--- config.mk ---
export PLATFORM = sky130hd
export DESIGN_NAME = coax_tx
export DESIGN_NICKNAME = d
export VERILOG_FILES = /design/src/rtl/coax_tx_pkg.sv /design/src/rtl/coax_tx_bit_timer.sv /design/src/rtl/coax_tx.sv
export SDC_FILE = /design/constraint.sdc
export NUM_CORES = 1
export LEC_CHECK = 0
export CORE_MARGIN = 5
export CORE_UTILIZATION = 30
export CTS_CLUSTER_SIZE = 12
export DETAILED_ROUTE_END_ITERATION = 8
export SETUP_SLACK_MARGIN = 0.05
export SLEW_MARGIN = 5
export SYNTH_ARGS = -nofsm -noshare
export SYNTH_HDL_FRONTEND = slang
export SYNTH_SLANG_ARGS = --single-unit
--- constraint.sdc ---
create_clock -name clk -period 2.3 [get_ports clk]
set_input_delay 0.46 -clock clk [delete_from_list [all_inputs] [get_ports clk]]
set_output_delay 0.46 -clock clk [all_outputs]
set_load 0.01 [all_outputs]
--- src/rtl/coax_tx_pkg.sv ---
// Shared coax link definitions: frame sequence lengths, word width and parity.
// The receive side uses the same values so both ends agree on framing.
package coax_tx_pkg;

   localparam int WORD_W            = 10;
   localparam int START_ONES        = 5;   // '1' bits opening a frame
   localparam int START_LOW_HALVES  = 3;
   localparam int START_HIGH_HALVES = 3;
   localparam int END_HIGH_HALVES   = 4;
   localparam int START_HALVES      = 2*START_ONES + START_LOW_HALVES + START_HIGH_HALVES;
   localparam int END_HALVES        = 2 + END_HIGH_HALVES;
   localparam int HCW               = 4;   // half-bit counter width, covers START_HALVES-1

   // Even parity across sync + data + parity; the sync bit is always 1.
   function automatic logic coax_parity(input logic [WORD_W-1:0] w);
      return ~^w;
   endfunction

endpackage

--- src/rtl/coax_tx_bit_timer.sv ---
// Bit-time counter for the transmitter; held at zero while the link is idle
// so every frame starts on a clean bit boundary.
module coax_tx_bit_timer #(
   parameter int CLOCKS_PER_BIT = 8
) (
   input  logic clk,
   input  logic reset,
   input  logic clear,
   output logic first_half,
   output logic mid_bit,
   output logic end_bit
);

   localparam int HALF = CLOCKS_PER_BIT / 2;
   localparam int CW   = $clog2(CLOCKS_PER_BIT);

   logic [CW-1:0] cnt;

   always_ff @(posedge clk) begin
      if (reset || clear)
         cnt <= '0;
      else if (cnt == CW'(CLOCKS_PER_BIT-1))
         cnt <= '0;
      else
         cnt <= cnt + CW'(1);
   end

   assign first_half = (cnt < CW'(HALF));
   assign mid_bit    = (cnt == CW'(HALF-1));
   assign end_bit    = (cnt == CW'(CLOCKS_PER_BIT-1));

endmodule

--- src/rtl/coax_tx.sv ---
// 3270 coax transmitter: bi-phase encodes framed 10-bit words onto tx.
// tx and active are registered, so both lag the state machine by one clock.
module coax_tx
   import coax_tx_pkg::*;
#(
   parameter int CLOCKS_PER_BIT = 8
) (
   input  logic              clk,
   input  logic              reset,
   input  logic [WORD_W-1:0] data,
   input  logic              strobe,
   output logic              ready,
   output logic              tx,
   output logic              active
);

   typedef enum logic [2:0] {
      IDLE, START_SEQUENCE, SYNC_BIT, DATA_BIT, PARITY_BIT, END_SEQUENCE
   } state_t;

   state_t            state, state_nxt;
   logic [HCW-1:0]    hcnt, hcnt_nxt;
   logic [3:0]        bit_cnt, bit_cnt_nxt;
   logic [WORD_W-1:0] shift, shift_nxt, hold, hold_nxt;
   logic              hold_full, hold_full_nxt;
   logic              tx_nxt, active_nxt, accept, load_word;
   logic              first_half, mid_bit, end_bit;

   coax_tx_bit_timer #(.CLOCKS_PER_BIT(CLOCKS_PER_BIT)) u_timer (
      .clk       (clk),
      .reset     (reset),
      .clear     (state == IDLE),
      .first_half(first_half),
      .mid_bit   (mid_bit),
      .end_bit   (end_bit)
   );

   assign ready  = ~hold_full;
   assign accept = strobe & ~hold_full;

   always_comb begin
      state_nxt     = state;
      bit_cnt_nxt   = bit_cnt;
      shift_nxt     = shift;
      hold_nxt      = hold;
      hold_full_nxt = hold_full;
      tx_nxt        = 1'b0;
      load_word     = 1'b0;
      if (accept) begin
         hold_nxt      = data;
         hold_full_nxt = 1'b1;
      end
      case (state)
         IDLE:
            if (hold_full) state_nxt = START_SEQUENCE;
         START_SEQUENCE: begin
            if (hcnt < HCW'(2*START_ONES))
               tx_nxt = hcnt[0];
            else
               tx_nxt = (hcnt >= HCW'(2*START_ONES + START_LOW_HALVES));
            if (end_bit && hcnt == HCW'(START_HALVES-1)) load_word = 1'b1;
         end
         SYNC_BIT: begin
            tx_nxt = ~first_half;
            if (end_bit) begin
               state_nxt   = DATA_BIT;
               bit_cnt_nxt = 4'(WORD_W-1);
            end
         end
         DATA_BIT: begin
            tx_nxt = shift[bit_cnt] ^ first_half;
            if (end_bit) begin
               if (bit_cnt == 4'd0) state_nxt = PARITY_BIT;
               else                 bit_cnt_nxt = bit_cnt - 4'd1;
            end
         end
         PARITY_BIT: begin
            tx_nxt = coax_parity(shift) ^ first_half;
            // A word strobed on the very last parity cycle still goes back-to-back.
            if (end_bit) begin
               if (hold_full || accept) load_word = 1'b1;
               else                     state_nxt = END_SEQUENCE;
            end
         end
         END_SEQUENCE: begin
            tx_nxt = (hcnt != HCW'(1));
            if (end_bit && hcnt == HCW'(END_HALVES-1)) state_nxt = IDLE;
         end
         default: state_nxt = IDLE;
      endcase
      if (load_word) begin
         state_nxt     = SYNC_BIT;
         hold_full_nxt = 1'b0;
         shift_nxt     = hold_full ? hold : data;
      end
      hcnt_nxt   = (state_nxt != state) ? '0 : hcnt + HCW'(mid_bit | end_bit);
      active_nxt = (state != IDLE);
   end

   always_ff @(posedge clk) begin
      if (reset) begin
         state     <= IDLE;
         hcnt      <= '0;
         bit_cnt   <= '0;
         shift     <= '0;
         hold      <= '0;
         hold_full <= 1'b0;
         tx        <= 1'b0;
         active    <= 1'b0;
      end else begin
         state     <= state_nxt;
         hcnt      <= hcnt_nxt;
         bit_cnt   <= bit_cnt_nxt;
         shift     <= shift_nxt;
         hold      <= hold_nxt;
         hold_full <= hold_full_nxt;
         tx        <= tx_nxt;
         active    <= active_nxt;
      end
   end

endmodule

==> impl_metrics.tcl, run 1 <==
set metrics [dict create \
    fin_nets 257 \
    switchingPower_w 0.000318 \
    yosysWarnings 0 \
    critPathArrivalTime_ns 2.27 \
    dp_cells 307 \
    firstDrtPassIters 4 \
    cts_tree "yes" \
    grt_pass1_wl_um 6980 \
    hold_viol_final 0 \
    die-area_um2 8390 \
    route.vias.total 1598 \
    path_clk_slew_ns 0.08 \
    crit_fanout 8 \
    crit_type "reg2reg" \
    grt_pass1_vias 1477 \
    die_x_um 91.6 \
    core-area_um2 6420 \
    track_usage_pct 10.1 \
    synth_compound_area_share_pct 16.2 \
    yosys.area_share.xor_xnor_pct 6.39 \
    area_growth_syn_to_layout_pct 18.0 \
    synth_fa_ha_area_share_pct 4.38 \
    cts_sinks 37 \
    p_total_w 0.00135 \
    start_util_pct 31.1 \
    avgSynthCellArea_um2 9.08 \
    p_sw_share_pct 23.5 \
    maxCapViolCount 0 \
    synth_flop_cell "dfxtp_1" \
    maxSlewHeadroom_pct 71.8 \
    endpoint_kind "register" \
    drc 0 \
    antenna_found_initial 0 \
    seqPwrFrac_pct 49.2 \
    placed_area_um2 2240 \
    fin_crit_sh_pct 90.0 \
    globalplace.congestion 0.779 \
    synth_cells 220 \
    syn_area_um2 2000 \
    peakVddDrop_v 0.000357 \
    synth_nets 240 \
    synth_top_family_by_area "simple AND/OR/NAND/NOR gates" \
    powerDensity_nw_per_um2 573 \
    ys_ff_latch 37 \
    skew_ns 0.00447 \
    pwr-share-clk_pct 42.7 \
    clock-root-buffer "clkbuf_8" \
    routed_via_density 5.07 \
    r2r_cells 6 \
    clock_path_buffers 2 \
    hold_depth 1 \
    hold_path_class "reg2reg" \
    grt_max_degree 30 \
    p_int_w 0.00103 \
    htreeDepth 2 \
    leakagePower_nw 0.851 \
    clkLatencyLatePin_ns 0.29 \
    synth-simple-area-share_pct 21.4 \
    ys_seq_area_share_pct 37.1 \
    grt-ovfl-total 0 \
    async_flop_share_pct 0 \
    drive_gt1_share_pct 13.9 \
    fillers 638 \
    hold_buffers 0 \
    rsz0062_at_grt "false" \
    max_freq_mhz 483 \
    hold_slack_ns 0.429 \
    finalMaxSlewViolations 0 \
    io_pins 16 \
    numCtsBuffers 5 \
    dieHeight_um 91.6 \
    fin_area_um2 2360 \
    fin_util_pct 36.7 \
    power_frac_comb_pct 8.1 \
    portBuffers 15 \
    finalCriticalPeriod_ns 2.07 \
    synth_edf_count 0 \
    num_rows 29 \
    antennaDiodeCount 0 \
    fin_cells 315 \
    synth_cell_type_count 56 \
    rrSetupSlack_ns 0.23 \
    critPathLaunchType "register" \
    routedWlPerCell_um 13.0 \
    dp_hpwl_um 3000 \
    drtIter0Drc 143 \
    outcome "finished, final reports clean" \
    drt_wl_total_um 4090 \
    cp.required_ns 2.50 \
    muxShareOfSynthArea_pct 9.33 \
    worst_pin_slew_ns 0.419 \
    final_antenna_net_count 0 \
    finalSetupViolations 0 \
]
[per-stage QoR]
| step | setup WS [ns] | setup TNS (ns) |
|---|---|---|
| final | 0.229 | 0 |
| after global placement | 0.0976 | 0 |
| after CTS | 0.188 | 0 |
| after global routing | 0.0685 | 0 |
| after floorplan | 0.419 | 0 |
| after detailed placement | -0.0341 | -0.0341 |
[per-layer routing]
layer  share of wire [%]  track usage [%]  up-vias
met5                   0                0        -
met1                  51             13.4      744
met3                 3.5             1.47        7
met2                  43             15.9       26
li1                    -                -      821
met4                 2.2             5.28        0
[registers in the layout, indices dropped and copies added, names as in the netlist]
signal       cells
hold            10
shift           10
bit_cnt          4
hcnt             4
state            3
u_timer.cnt      3
active           1
hold_full        1
tx               1
[critical path: stages, from the launching register on]
cell     delay, ns
dfxtp_1       0.32
ha_1          0.23
ha_1          0.28
and4_4        0.19
a221o_1       0.29
a221o_1       0.42
nor4_1        0.24
[synth_stat cells, drive strengths merged (3+ instances only)]
| library cell | instances | area (µm²) |
|---|---|---|
| dfxtp | 37 | 741 |
| nand2 | 25 | 93.8 |
| a21oi | 17 | 88.8 |
| nor2 | 16 | 67.6 |
| mux2i | 13 | 130 |
| a211oi | 10 | 75.1 |
| buf | 8 | 51.3 |
| inv | 8 | 30.0 |
| xnor2 | 8 | 70.1 |
| ha | 7 | 87.6 |
| clkbuf | 6 | 23.8 |
| nor3 | 6 | 30.0 |
| nor2b | 4 | 25.0 |
| xor2 | 4 | 35.0 |
| nand3 | 3 | 15.0 |
| nor4 | 3 | 25.0 |
| nor4b | 3 | 32.5 |
| o21a | 3 | 23.8 |
| o21ai | 3 | 15.0 |
| o22ai | 3 | 18.8 |
| or3b | 3 | 26.3 |
[final timing paths]
check	from	endpoint
worst max-delay path	u_timer.cnt[0]	hcnt[2]
worst min-delay path	u_timer.cnt[0]	u_timer.cnt[0]
worst max register to register	u_timer.cnt[0]	hcnt[2]
worst min register to register	u_timer.cnt[0]	u_timer.cnt[0]
[area by class of cell]
type / count / area (µm²) / share of cell area, %
clock buffers: 5 / 68.8 / 2.92
inverters: 8 / 30.0 / 1.27
multi-input cells: 161 / 1160 / 49.1
repair buffers: 24 / 218 / 9.23
flip-flops and latches: 37 / 741 / 31.4
clock inverters: 3 / 46.3 / 1.96
well taps: 77 / 96.3 / 4.08
[cells by family after synthesis]
group | after synthesis
AO/OA/AOI/OAI | 48
multiplexers | 16
flip-flops | 37
adder cells (fa/ha/maj) | 7
XOR/XNOR | 13
buffers and inverters | 22
AND/OR/NAND/NOR | 77
[layout by cell type (no fill, tap or decap), types with 2 or more instances in the layout]
master and count:
clkdlybuf4s50_1 15, clkbuf_8 5, xor2_1 4, buf_4 9
a21oi_1 16, a221o_1 2, nand2b_1 2, nor3_1 6
ha_1 7, or3b_1 3, o21a_1 2, nor4b_2 2
o22ai_1 3, mux4_2 2, nand2_1 25, mux2i_1 13
xnor2_1 8, nor4_1 2, inv_2 3, dfxtp_1 37
inv_1 5, a31oi_1 2, nor2_1 15, nor2b_1 4
a2bb2oi_1 2, nand3_1 3, a211oi_1 10, o21ai_1 2
[power by group through the flow]
| stage | Combinational [W] | Sequential [W] | Clock [W] |
|---|---|---|---|
| after floorplan | 0.0000630 | 0.000677 | 0 |
| after global placement | 0.000108 | 0.000679 | 0 |
| after detailed placement | 0.000109 | 0.000680 | 0 |
| after CTS | 0.000109 | 0.000664 | 0.000598 |
| after global routing | 0.000121 | 0.000667 | 0.000621 |
| final | 0.000109 | 0.000664 | 0.000577 |
[timing repair]
action                     in CTS  in global routing
setup buffers                   0                  0
setup endpoints to repair       0                  1
gates resized for setup         0                  1
(Power assumes the default switching activity.)
==> run 2, diff against run 1 <==
==> constraint.sdc (replaced) <==
create_clock -name clk -period 2.4 [get_ports clk]
set_input_delay 0.48 -clock clk [delete_from_list [all_inputs] [get_ports clk]]
set_output_delay 0.48 -clock clk [all_outputs]
set_load 0.01 [all_outputs]
==> impl_metrics.tcl, run 2 (synthesis gave the netlist of run 1 again) <==
set metrics [dict create \
    dieHeight_um 91.6 \
    critPathArrivalTime_ns 2.28 \
    firstDrtPassIters 4 \
    endpoint_kind "register" \
    clkLatencyLatePin_ns 0.29 \
    hold_slack_ns 0.436 \
    largest_registers "hold x10, shift x10" \
    numCtsBuffers 5 \
    track_usage_pct 10.4 \
    grt_pass1_vias 1475 \
    worst_pin_slew_ns 0.529 \
    routedWlPerCell_um 13.1 \
    path_clk_slew_ns 0.08 \
    dp_cells 304 \
    maxCapViolCount 0 \
    antennaDiodeCount 0 \
    crit_type "reg2reg" \
    peakVddDrop_v 0.000324 \
    area_growth_syn_to_layout_pct 16.6 \
    mostFrequentLayoutCell "dfxtp_1" \
    drive_gt1_share_pct 12.3 \
    grt_max_degree 30 \
    drt_wl_total_um 4100 \
    crit_fanout 6 \
    cp_cell_sequence "inv_1, ha_1, or3b_1, a21oi_2, o21a_1, nor4_2, nor4b_1" \
    cp.required_ns 2.60 \
    fin_setup_tns_ns 0 \
    critPathLaunchType "register" \
    max_freq_mhz 480 \
    r2r_cells 7 \
    globalplace.congestion 0.821 \
    powerDensity_nw_per_um2 555 \
    finalSetupViolations 0 \
    drtIter0Drc 88 \
    cp-startpoint "bit_cnt[0]" \
    fin_crit_sh_pct 86.8 \
    fillers 654 \
    io_pins 16 \
    crit_end "hcnt[0]" \
    num_rows 29 \
    cts_tree "yes" \
    fin_util_pct 36.3 \
    slowest_stage "or3b_1" \
    clock_path_buffers 2 \
    clock-root-buffer "clkbuf_8" \
    seqCellArea_um2 741 \
    final_cell_mix "37 x dfxtp_1, 25 x nand2_1, 16 x a21oi_1" \
    maxSlewHeadroom_pct 64.7 \
    core-area_um2 6420 \
    die_x_um 91.6 \
    drc 0 \
    finalMaxSlewViolations 0 \
    skew_ns 0.00432 \
    htreeDepth 2 \
    finalCriticalPeriod_ns 2.08 \
    route.vias.total 1582 \
    rrSetupSlack_ns 0.32 \
    outcome "finished, final reports clean" \
    rsz0062_at_grt "false" \
    p_total_w 0.00129 \
    portBuffers 15 \
    hold_path_class "reg2reg" \
    cts_sinks 37 \
    routed_via_density 5.07 \
    hold_viol_final 0 \
    die-area_um2 8390 \
    final_antenna_net_count 0 \
    fin_nets 254 \
    grt-ovfl-total 0 \
    cts_setup_buffers 0 \
    grt_pass1_wl_um 7240 \
    r2r-end "hcnt[0]" \
    dp_hpwl_um 2940 \
    leakagePower_nw 0.835 \
    start_util_pct 31.1 \
    ctsResizeCount 0 \
    r2r-start "bit_cnt[0]" \
    slowest_delay_ns 0.47 \
    hold_buffers 0 \
    multiInputGateArea_um2 1150 \
    antenna_found_initial 0 \
    fin_cells 312 \
]
==> run 2: worst min-delay path by stage <==
stage	end	slack, ns	from	cells after the start
after floorplan	u_timer.cnt[0]	0.40	u_timer.cnt[0]	1
final	u_timer.cnt[0]	0.44	u_timer.cnt[0]	1
after CTS	u_timer.cnt[0]	0.43	u_timer.cnt[0]	1
after global routing	u_timer.cnt[0]	0.46	u_timer.cnt[0]	1
after detailed placement	u_timer.cnt[0]	0.42	u_timer.cnt[0]	1
after global placement	u_timer.cnt[0]	0.42	u_timer.cnt[0]	1
==> run 2: worst max-delay path, delay by kind of cell, from the launching register on <==
family	cells	cell delay, ns
AO/OA/AOI/OAI	2	0.44
adder cells (fa/ha/maj)	1	0.16
buffers and inverters	1	0.13
flip-flops	1	0.39
AND/OR/NAND/NOR	3	0.85
==> run 2: report_power, final <==
| part | switching [W] | total, W | leakage (nW) | internal [W] |
|---|---|---|---|---|
| logic | 0.0000484 | 0.0000976 | 0.480 | 0.0000492 |
| clock network | 0.000244 | 0.000555 | 0.0543 | 0.000311 |
| registers | 0.0000125 | 0.000640 | 0.300 | 0.000627 |
| total | 0.000304 | 0.00129 | 0.835 | 0.000988 |
==> run 2: cell type report <==
class	instances	area share (%)
clock buffer	5	2.95
clock inverter	3	1.99
timing repair buffer	21	8.38
multi-input combinational	161	49.5
inverter	8	1.29
sequential	37	31.8
tap	77	4.14
==> run 2: per-layer routing <==
| metal | routed length [µm] | track usage, % | up-vias |
|---|---|---|---|
| met5 | 0 | 0 | - |
| met4 | 75 | 4.15 | 0 |
| met3 | 104 | 1.80 | 6 |
| met2 | 1870 | 16.4 | 17 |
| met1 | 2050 | 14.1 | 739 |
| li1 | - | - | 820 |
==> run 2: stage by stage <==
| stage | area, µm² | setup slack (ns) |
|---|---|---|
| floorplan | 2000 | 0.519 |
| global placement | 2210 | 0.126 |
| detailed placement | 2210 | 0.0537 |
| CTS | 2330 | 0.308 |
| global route | 2330 | 0.0831 |
| finish | 2330 | 0.317 |
